**src/rtl/video_timing_gen.sv**
```systemverilog
// Raster timing generator feeding tmds_gen: free-running H/V counters with a registered decode stage.
// Optional colour-bar test pattern on o_rgb is built when VTG_TEST_PATTERN_EN is defined.
module video_timing_gen #(
   parameter int H_ACTIVE  = 640,
   parameter int H_FP      = 16,
   parameter int H_SYNC    = 96,
   parameter int H_BP      = 48,
   parameter int V_ACTIVE  = 480,
   parameter int V_FP      = 10,
   parameter int V_SYNC    = 2,
   parameter int V_BP      = 33,
   parameter bit HSYNC_POL = 1'b0,
   parameter bit VSYNC_POL = 1'b0,
   localparam int H_TOTAL  = H_ACTIVE + H_FP + H_SYNC + H_BP,
   localparam int V_TOTAL  = V_ACTIVE + V_FP + V_SYNC + V_BP,
   localparam int XW       = $clog2(H_TOTAL),
   localparam int YW       = $clog2(V_TOTAL)
) (
   input  logic          i_clk,
   input  logic          i_rst,
   input  logic          i_en,
   output logic          o_hsync,
   output logic          o_vsync,
   output logic [1:0]    o_control_data,
   output logic          o_blanking,
   output logic [XW-1:0] o_x,
   output logic [YW-1:0] o_y,
   output logic          o_line_start,
   output logic          o_frame_start,
   output logic [23:0]   o_rgb
);

   if (H_ACTIVE < 1 || H_FP < 1 || H_SYNC < 1 || H_BP < 1 ||
       V_ACTIVE < 1 || V_FP < 1 || V_SYNC < 1 || V_BP < 1) begin : g_bad_params
      $error("video_timing_gen: active, porch and sync parameters must all be >= 1");
   end

   localparam logic [XW-1:0] H_LAST  = XW'(H_TOTAL - 1);
   localparam logic [XW-1:0] H_ACT_X = XW'(H_ACTIVE);
   localparam logic [XW-1:0] HS_BEG  = XW'(H_ACTIVE + H_FP);
   localparam logic [XW-1:0] HS_END  = XW'(H_ACTIVE + H_FP + H_SYNC);
   localparam logic [YW-1:0] V_LAST  = YW'(V_TOTAL - 1);
   localparam logic [YW-1:0] V_ACT_Y = YW'(V_ACTIVE);
   localparam logic [YW-1:0] VS_BEG  = YW'(V_ACTIVE + V_FP);
   localparam logic [YW-1:0] VS_END  = YW'(V_ACTIVE + V_FP + V_SYNC);

   logic [XW-1:0] h_cnt_q, h_cnt_d;
   logic [YW-1:0] v_cnt_q, v_cnt_d;
   logic          h_last;

   logic [XW-1:0] x_q;
   logic [YW-1:0] y_q;
   logic          hsync_q, vsync_q, blank_q, line_q, frame_q;
   logic          active_d, hsync_d, vsync_d;

   always_comb begin
      h_last  = (h_cnt_q == H_LAST);
      h_cnt_d = h_last ? '0 : h_cnt_q + 1'b1;
      v_cnt_d = v_cnt_q;
      if (h_last) v_cnt_d = (v_cnt_q == V_LAST) ? '0 : v_cnt_q + 1'b1;
   end

   // v_cnt only moves on the h wrap, so vsync can only toggle at x==0.
   always_comb begin
      active_d = (h_cnt_q < H_ACT_X) && (v_cnt_q < V_ACT_Y);
      hsync_d  = (h_cnt_q >= HS_BEG && h_cnt_q < HS_END) ? HSYNC_POL : ~HSYNC_POL;
      vsync_d  = (v_cnt_q >= VS_BEG && v_cnt_q < VS_END) ? VSYNC_POL : ~VSYNC_POL;
   end

   always_ff @(posedge i_clk) begin
      if (i_rst) begin
         h_cnt_q <= '0;
         v_cnt_q <= '0;
         x_q     <= '0;
         y_q     <= '0;
         hsync_q <= ~HSYNC_POL;
         vsync_q <= ~VSYNC_POL;
         blank_q <= 1'b1;
         line_q  <= 1'b0;
         frame_q <= 1'b0;
      end else if (i_en) begin
         h_cnt_q <= h_cnt_d;
         v_cnt_q <= v_cnt_d;
         x_q     <= h_cnt_q;
         y_q     <= v_cnt_q;
         hsync_q <= hsync_d;
         vsync_q <= vsync_d;
         blank_q <= ~active_d;
         line_q  <= (h_cnt_q == '0);
         frame_q <= (h_cnt_q == '0) && (v_cnt_q == '0);
      end
   end

`ifdef VTG_TEST_PATTERN_EN
   // Narrow rasters still get bars at least one pixel wide; the tail clamps to bar 7.
   localparam int BAR_W = (H_ACTIVE / 8 > 0) ? H_ACTIVE / 8 : 1;

   logic [23:0] rgb_q, rgb_d;
   logic [2:0]  bar_idx;
   int unsigned bar_raw;

   always_comb begin
      bar_raw = 32'(h_cnt_q) / BAR_W;
      bar_idx = (bar_raw > 32'd7) ? 3'd7 : bar_raw[2:0];
      rgb_d   = '0;
      if (active_d) rgb_d = {{8{bar_idx[2]}}, {8{bar_idx[1]}}, {8{bar_idx[0]}}};
   end

   always_ff @(posedge i_clk) begin
      if (i_rst)     rgb_q <= '0;
      else if (i_en) rgb_q <= rgb_d;
   end

   assign o_rgb = rgb_q;
`else
   assign o_rgb = 24'h0;
`endif

   assign o_x            = x_q;
   assign o_y            = y_q;
   assign o_hsync        = hsync_q;
   assign o_vsync        = vsync_q;
   assign o_control_data = {vsync_q, hsync_q};
   assign o_blanking     = blank_q;
   assign o_line_start   = line_q;
   assign o_frame_start  = frame_q;

endmodule
```
**config.mk**
```make
export PLATFORM = sky130hd
export DESIGN_NAME = video_timing_gen
export DESIGN_NICKNAME = d
export VERILOG_FILES = /design/src/rtl/video_timing_gen.sv
export SDC_FILE = /design/constraint.sdc
export NUM_CORES = 1
export LEC_CHECK = 0
export ABC_CLOCK_PERIOD_IN_PS = 4000
export CAP_MARGIN = 15
export CORE_UTILIZATION = 40
export CTS_CLUSTER_DIAMETER = 60
export DETAILED_ROUTE_END_ITERATION = 12
export PLACE_DENSITY = 0.75
export SLEW_MARGIN = 10
export SYNTH_ARGS = -nofsm -noshare
export SYNTH_HDL_FRONTEND = slang
export SYNTH_SLANG_ARGS = --single-unit
```
**constraint.sdc**
```tcl
create_clock -name i_clk -period 4 [get_ports i_clk]
set_input_delay 1.2 -clock i_clk [delete_from_list [all_inputs] [get_ports i_clk]]
set_output_delay 1.2 -clock i_clk [all_outputs]
set_load 0.1 [all_outputs]
```
==> impl_results.md, run 1 <==
* Slowest stage delay, CP at about 1.1 ns
* Cell Pwr Density at 389 nW/um^2
* CP startpoint: o_vsync$_SDFFE_PP1P_
* Post-synthesis instance total at ~240
* Drt first pass iters at 4
* Fmax at roughly 330 MHz
* Setup Skew at roughly 0.0063 ns
* Core area at about 5200 sq um
* Avg Cell Area, Syn at 9.15 sq um
* Largest net degree at the start of global routing at 37
* Buf/Inv on CP at 1
* Total number of vias at 1,613
* CTS H-tree depth at 2
* Routed Antenna Nets at 0
* Vias per inst at between 4 and 5
* WL final at a little under 4 mm
* EDFF count, synth at 0
* Max-cap violations at 0
* Crit path max-delay cell type: clkdlybuf4s50_1
* Initial antenna violation count at 0
* Startpoint types: flop
* Setup WS pre-CTS at approximately 0.9 ns
* Fin nets at 268
* Min cycle time layout at approximately 3 ns
* CP Data Required Time at between 2 and 3 ns
* Std-Cell Rows at 26
* Post-synthesis adder-cell area fraction at between 2 and 2.5%
* IO Port Bufs at 29
* Top cell type's share of synthesized area at between 40% and 50%
* Hold Buf Count CTS at 0
* Setup_tns at 0 ns
* Area grow syn2layout at 14.7%
* CTS tree: yes
* Layout cells sized above 1 at about 6.5%
* CTS root buf: clkbuf_8
* Die Ht at 76.3 microns
* Post-Synth XOR/XNOR Area at under 10%
* Area leader, netlist: dfxtp_1
* Main synth FF type: dfxtp_1
* Final Cycle Share at 74.7%
* Simple-gate share of the synthesized area at 23.4%
* HPWL Detailed at roughly 2.7 mm
* WP data arrival at 1.79 ns
* Max clock buf depth at 2
* Register bit total from synthesis at 45
* GPL Wtd Cong at about 0.81
* Outcome: finished, final reports clean
* Tightest Pin Transition at 0.972 ns
* Clk Latency, worst-skew pair at roughly 0.29 ns
* Total grt overflow at 0
* Synth unique cells at 42
* Clock transition at the registers of the reported paths at 0.08 ns
* Die area at between 5000 and 6000 sq um
* Initial Utilization at a little over two fifths
* Seq/Total Area, Yosys at about two fifths
* VDD IR max at around 0.21 mV
* Post-CTS Resized at 0
* # DRC at 0
* Setup violations, final at 0
* Iter 0 DRT Violations at 96
* Worst-path fanout max at 3
* Setup Crit Path Kind: reg -> out
* Final Hold Vio Count at 0
* Reg2reg start: h_cnt_q[1]$_SDFFE_PP0P_
* Ys Warns at 0
* Async S/R FF share, synth at 0%
* Largest cells by area after synthesis: dfxtp_1 41%, buf_4 9.2%, mux2i_1 9.1%, nor2_1 4.9%, xor2_1 4.0%
* Setup Fix Bufs, Post-CTS at 0
* Max-slew headroom at a little over a third
* Most frequent cell after synthesis: dfxtp_1
* Flop2flop setup slack at between 2 and 2.5 ns
* Pins Over Slew Limit at 0
* Post-synth top cells: 45 x dfxtp_1, 29 x nor2_1, 27 x buf_4
* Main combinational cell family by area after synthesis: simple AND/OR/NAND/NOR gates
* Family with the most delay on the worst path: buffers and inverters
* Clock sink count at 45
* Multiplexer share of the synthesized area at under 10%
* First-pass GRT wire length at around 6.5 mm
* Final setup margin at between 1 and 1.5 ns
* Synth Area in Compound Gates at 6.47%
* Antenna diode count at 0
* Hold WC Path Type: reg -> reg
* Vias in the first global route at 1,390
* Synthesized area at 2210 sq um
* Leak at 1.05 nW
* Die width at about 76 microns
* # IOs at 54
* Clock buffer count from CTS at 5
* RSZ-0062 raised after global routing: no
* Fin util at 48.6%
* Hold_sp: o_line_start$_SDFFE_PP0P_
* CP Cell Sequence: clkdlybuf4s50_1
* Total Routing Usage GR at between 10 and 15%
* CP Capture Type: output pin
* Wire per inst at about 12 microns
-- routing by layer --
metal / global-route usage (%) / share of wire, % / vias to the layer above
li1: - / - / 823
met1: 19.7 / 51 / 742
met2: 19.8 / 43 / 44
met3: 3.11 / 4.6 / 4
met4: 5.38 / 1.1 / 0
met5: 0 / 0 / -
-- layout by cell type, fill, tap and decap left out, types with 7 or more instances in the layout --
cell / Yosys / layout
nor2_1: 29 / 29
conb_1: 1 / 24
inv_1: 7 / 7
dfxtp_1: 45 / 45
nand3_1: 9 / 9
nor3_1: 8 / 8
clkdlybuf4s50_1: 0 / 29
nand4_1: 9 / 9
mux2i_1: 20 / 20
xor2_1: 10 / 10
-- stage by stage --
step	total power [mW]	instances	instance area, sq um	hold WS [ns]
2_1_floorplan	0.650	264	2290	0.480
3_3_place_gp	0.648	324	2410	0.472
3_5_place_dp	0.648	324	2410	0.469
4_1_cts	0.996	332	2530	0.482
5_1_grt	1.02	332	2530	0.504
6_report	0.985	332	2530	0.477
-- final cells by class --
type	instances	area (sq um)
Clock buffer	7	86.3
Tap cell	70	87.6
Clock inverter	1	30.0
Fill cell	502	2670
Multi-Input combinational cell	171	1090
Sequential cell	45	901
Inverter	7	26.3
Timing Repair Buffer	31	305
-- path summary, 6_finish.rpt --
kind,endpoint,cells past startpoint
worst max-delay path,o_vsync,1
worst min register to register,o_line_start$_SDFFE_PP0P_,2
worst max register to register,v_cnt_q[6]$_SDFFE_PP0P_,5
worst min-delay path,o_line_start$_SDFFE_PP0P_,2
-- logic make-up (layout without fill, tap and decap cells) --
logic type	count (synthesis)	after routing
mux	20	20
xor+xnor	11	11
buf+inv	48	46
fa+ha+maj	4	4
simple gates	92	92
flops	45	45
other cells	1	24
compound gates	20	20
-- sequential cells by signal (all words and copies together) (netlist names) --
| register | flops |
|---|---|
| o_y | 10 |
| o_blanking | 1 |
| o_x | 10 |
| v_cnt_q | 10 |
| h_cnt_q | 10 |
| o_vsync | 1 |
| o_hsync | 1 |
| o_line_start | 1 |
| o_frame_start | 1 |
-- power breakdown --
group | switching (mW) | leakage, nW | internal, mW | total [mW]
Clock | 0.144 | 0.0585 | 0.204 | 0.348
Sequential | 0.00416 | 0.364 | 0.453 | 0.457
Combinational | 0.157 | 0.627 | 0.0232 | 0.180
Power figures use the tool's default switching activity.
==> run 2, diff against run 1 <==
Settings changed: ABC_CLOCK_PERIOD_IN_PS 4000 to 2500, PLACE_DENSITY 0.75 to 0.77.
Clock period 4 ns to 2.5 ns, I/O delays scaled along.
==> impl_results.md, run 2 (same netlist as run 1, synthesis figures left out) <==
* CTS tree: yes
* Setup Crit Path Kind: in -> reg
* Core area at about 5200 sq um
* Setup Skew at around 0.0060 ns
* Std-Cell Rows at 26
* Clk Latency, worst-skew pair at 0.30 ns
* Final cell count without fillers at roughly 330
* Min cycle time layout at 2.02 ns
* WL final at 4.12 mm
* CTS root buf: clkbuf_8
* Max clock buf depth at 2
* Hold Buf Count CTS at 0
* Clock buffer count from CTS at 5
* Total grt overflow at 0
* Drt first pass iters at 4
* Clock transition at the registers of the reported paths at 0.08 ns
* CP Capture Type: flop
* Pins Over Slew Limit at 0
* WP data arrival at roughly 2.3 ns
* Startpoint types: input pin
* Final Cycle Share at between 80% and 90%
* Die width at 76.3 microns
* Global routing met1 resource utilization at 20.7%
* # DRC at 0
* Antenna diode count at 0
* Fmax at 495 MHz
* Worst hold slack at roughly 0.49 ns
* Post-CTS Resized at 0
* Initial antenna violation count at 0
* # IOs at 54
* HPWL Detailed at 2.94 mm
* Final Hold Vio Count at 0
* Hold_sp: o_line_start$_SDFFE_PP0P_
* CTS H-tree depth at 2
* Iter 0 DRT Violations at between 90 and 100
* Reg2reg start: v_cnt_q[0]$_SDFFE_PP0P_
* Total number of vias at roughly 1,600
* Leak at 1.10 nW
* Largest net degree at the start of global routing at 32
* Worst-path fanout max at 5
* Routed Antenna Nets at 0
* Commonest non-fill, non-tap cell in the layout: dfxtp_1
* Initial Utilization at 42.4%
* CP startpoint: i_en
* Layout cells sized above 1 at roughly 18%
* First-pass GRT wire length at around 6.9 mm
* Fin nets at 270
* Hold WC Path Type: reg -> reg
* Setup Fix Bufs, Post-CTS at 0
* Die Ht at 76.3 microns
* Total Power at 1.51 mW
* Most frequent cells in the layout: 45 x dfxtp_1, 31 x buf_4, 29 x nor2_1, 24 x conb_1, 20 x mux2i_1
* RSZ-0062 raised after global routing: no
* VDD IR max at about 0.32 mV
* Die area at between 5000 and 6000 sq um
* Fillers at between 500 and 600
* Fin util at between 40% and 50%
* Placed Cells at around 330
* CP Data Required Time at about 2.7 ns
* Total Routing Usage GR at approximately 15%
* GR peak layer: met2
* Wire per inst at ~12 microns
* Vias in the first global route at around 1,400
* Setup_tns at 0 ns
* Clock sink count at between 40 and 50
* Setup violations, final at 0
* Grt met2 use at a little over a fifth
* Area grow syn2layout at 11.7%
* GRT met3 Usage at under 10%
* Cell Pwr Density at ~610 nW/um^2
* IO Port Bufs at 29
* Max-cap violations at 0
* Outcome: finished, final reports clean
* GPL Wtd Cong at between 0.8 and 0.9
* Vias per inst at around 4.9
run 2: cell types whose count changed in the layout (fill, tap and decap cells not counted), sizes merged:
cell and delta:
clkinv +1, buf +29, clkdlybuf4s50 -27, bufinv -1
run 2: worst paths after layout:
path                               endpoint  slack [ns]  depth (start not counted)
hold / removal    o_line_start$_SDFFE_PP0P_        0.49                          2
setup / recovery    v_cnt_q[9]$_SDFFE_PP0P_        0.48                          5
setup reg to reg    v_cnt_q[1]$_SDFFE_PP0P_        0.71                          6
hold reg to reg   o_line_start$_SDFFE_PP0P_        0.49                          2
run 2: metrics by stage:
stage / instance area [sq um] / setup WS [ns]
6_report: 2460 / 0.481
5_1_grt: 2460 / 0.330
4_1_cts: 2460 / 0.497
3_5_place_dp: 2360 / 0.189
3_3_place_gp: 2360 / 0.221
2_1_floorplan: 2290 / 0.376
run 2: final cells by class:
class | instances | area (sq um) | share of cell area [%]
Clock buffer | 7 | 96.3 | 3.91
Clock inverter | 1 | 5.00 | 0.203
Inverter | 7 | 26.3 | 1.07
Multi-Input combinational cell | 171 | 1090 | 44.4
Sequential cell | 45 | 901 | 36.6
Tap cell | 70 | 87.6 | 3.56
Timing Repair Buffer | 33 | 253 | 10.3
run 2: power breakdown:
| part | total [mW] | switching, mW | leakage [nW] | internal, mW |
|---|---|---|---|---|
| sequential | 0.732 | 0.00691 | 0.364 | 0.725 |
| combinational | 0.288 | 0.253 | 0.683 | 0.0353 |
| clock | 0.486 | 0.236 | 0.0542 | 0.250 |
| total | 1.51 | 0.496 | 1.10 | 1.01 |
run 2: critical path: stages:
cell             delay (ns)
clkdlybuf4s50_1        0.51
and4_1                 0.30
nand4_2                0.17
or3_1                  0.38
a21oi_1                0.14
run 2: metal layers:
layer	part of all wire, %	vias up
met3	5.6	5
met2	44	56
met4	1.9	0
met5	0	-
met1	49	764
li1	-	823
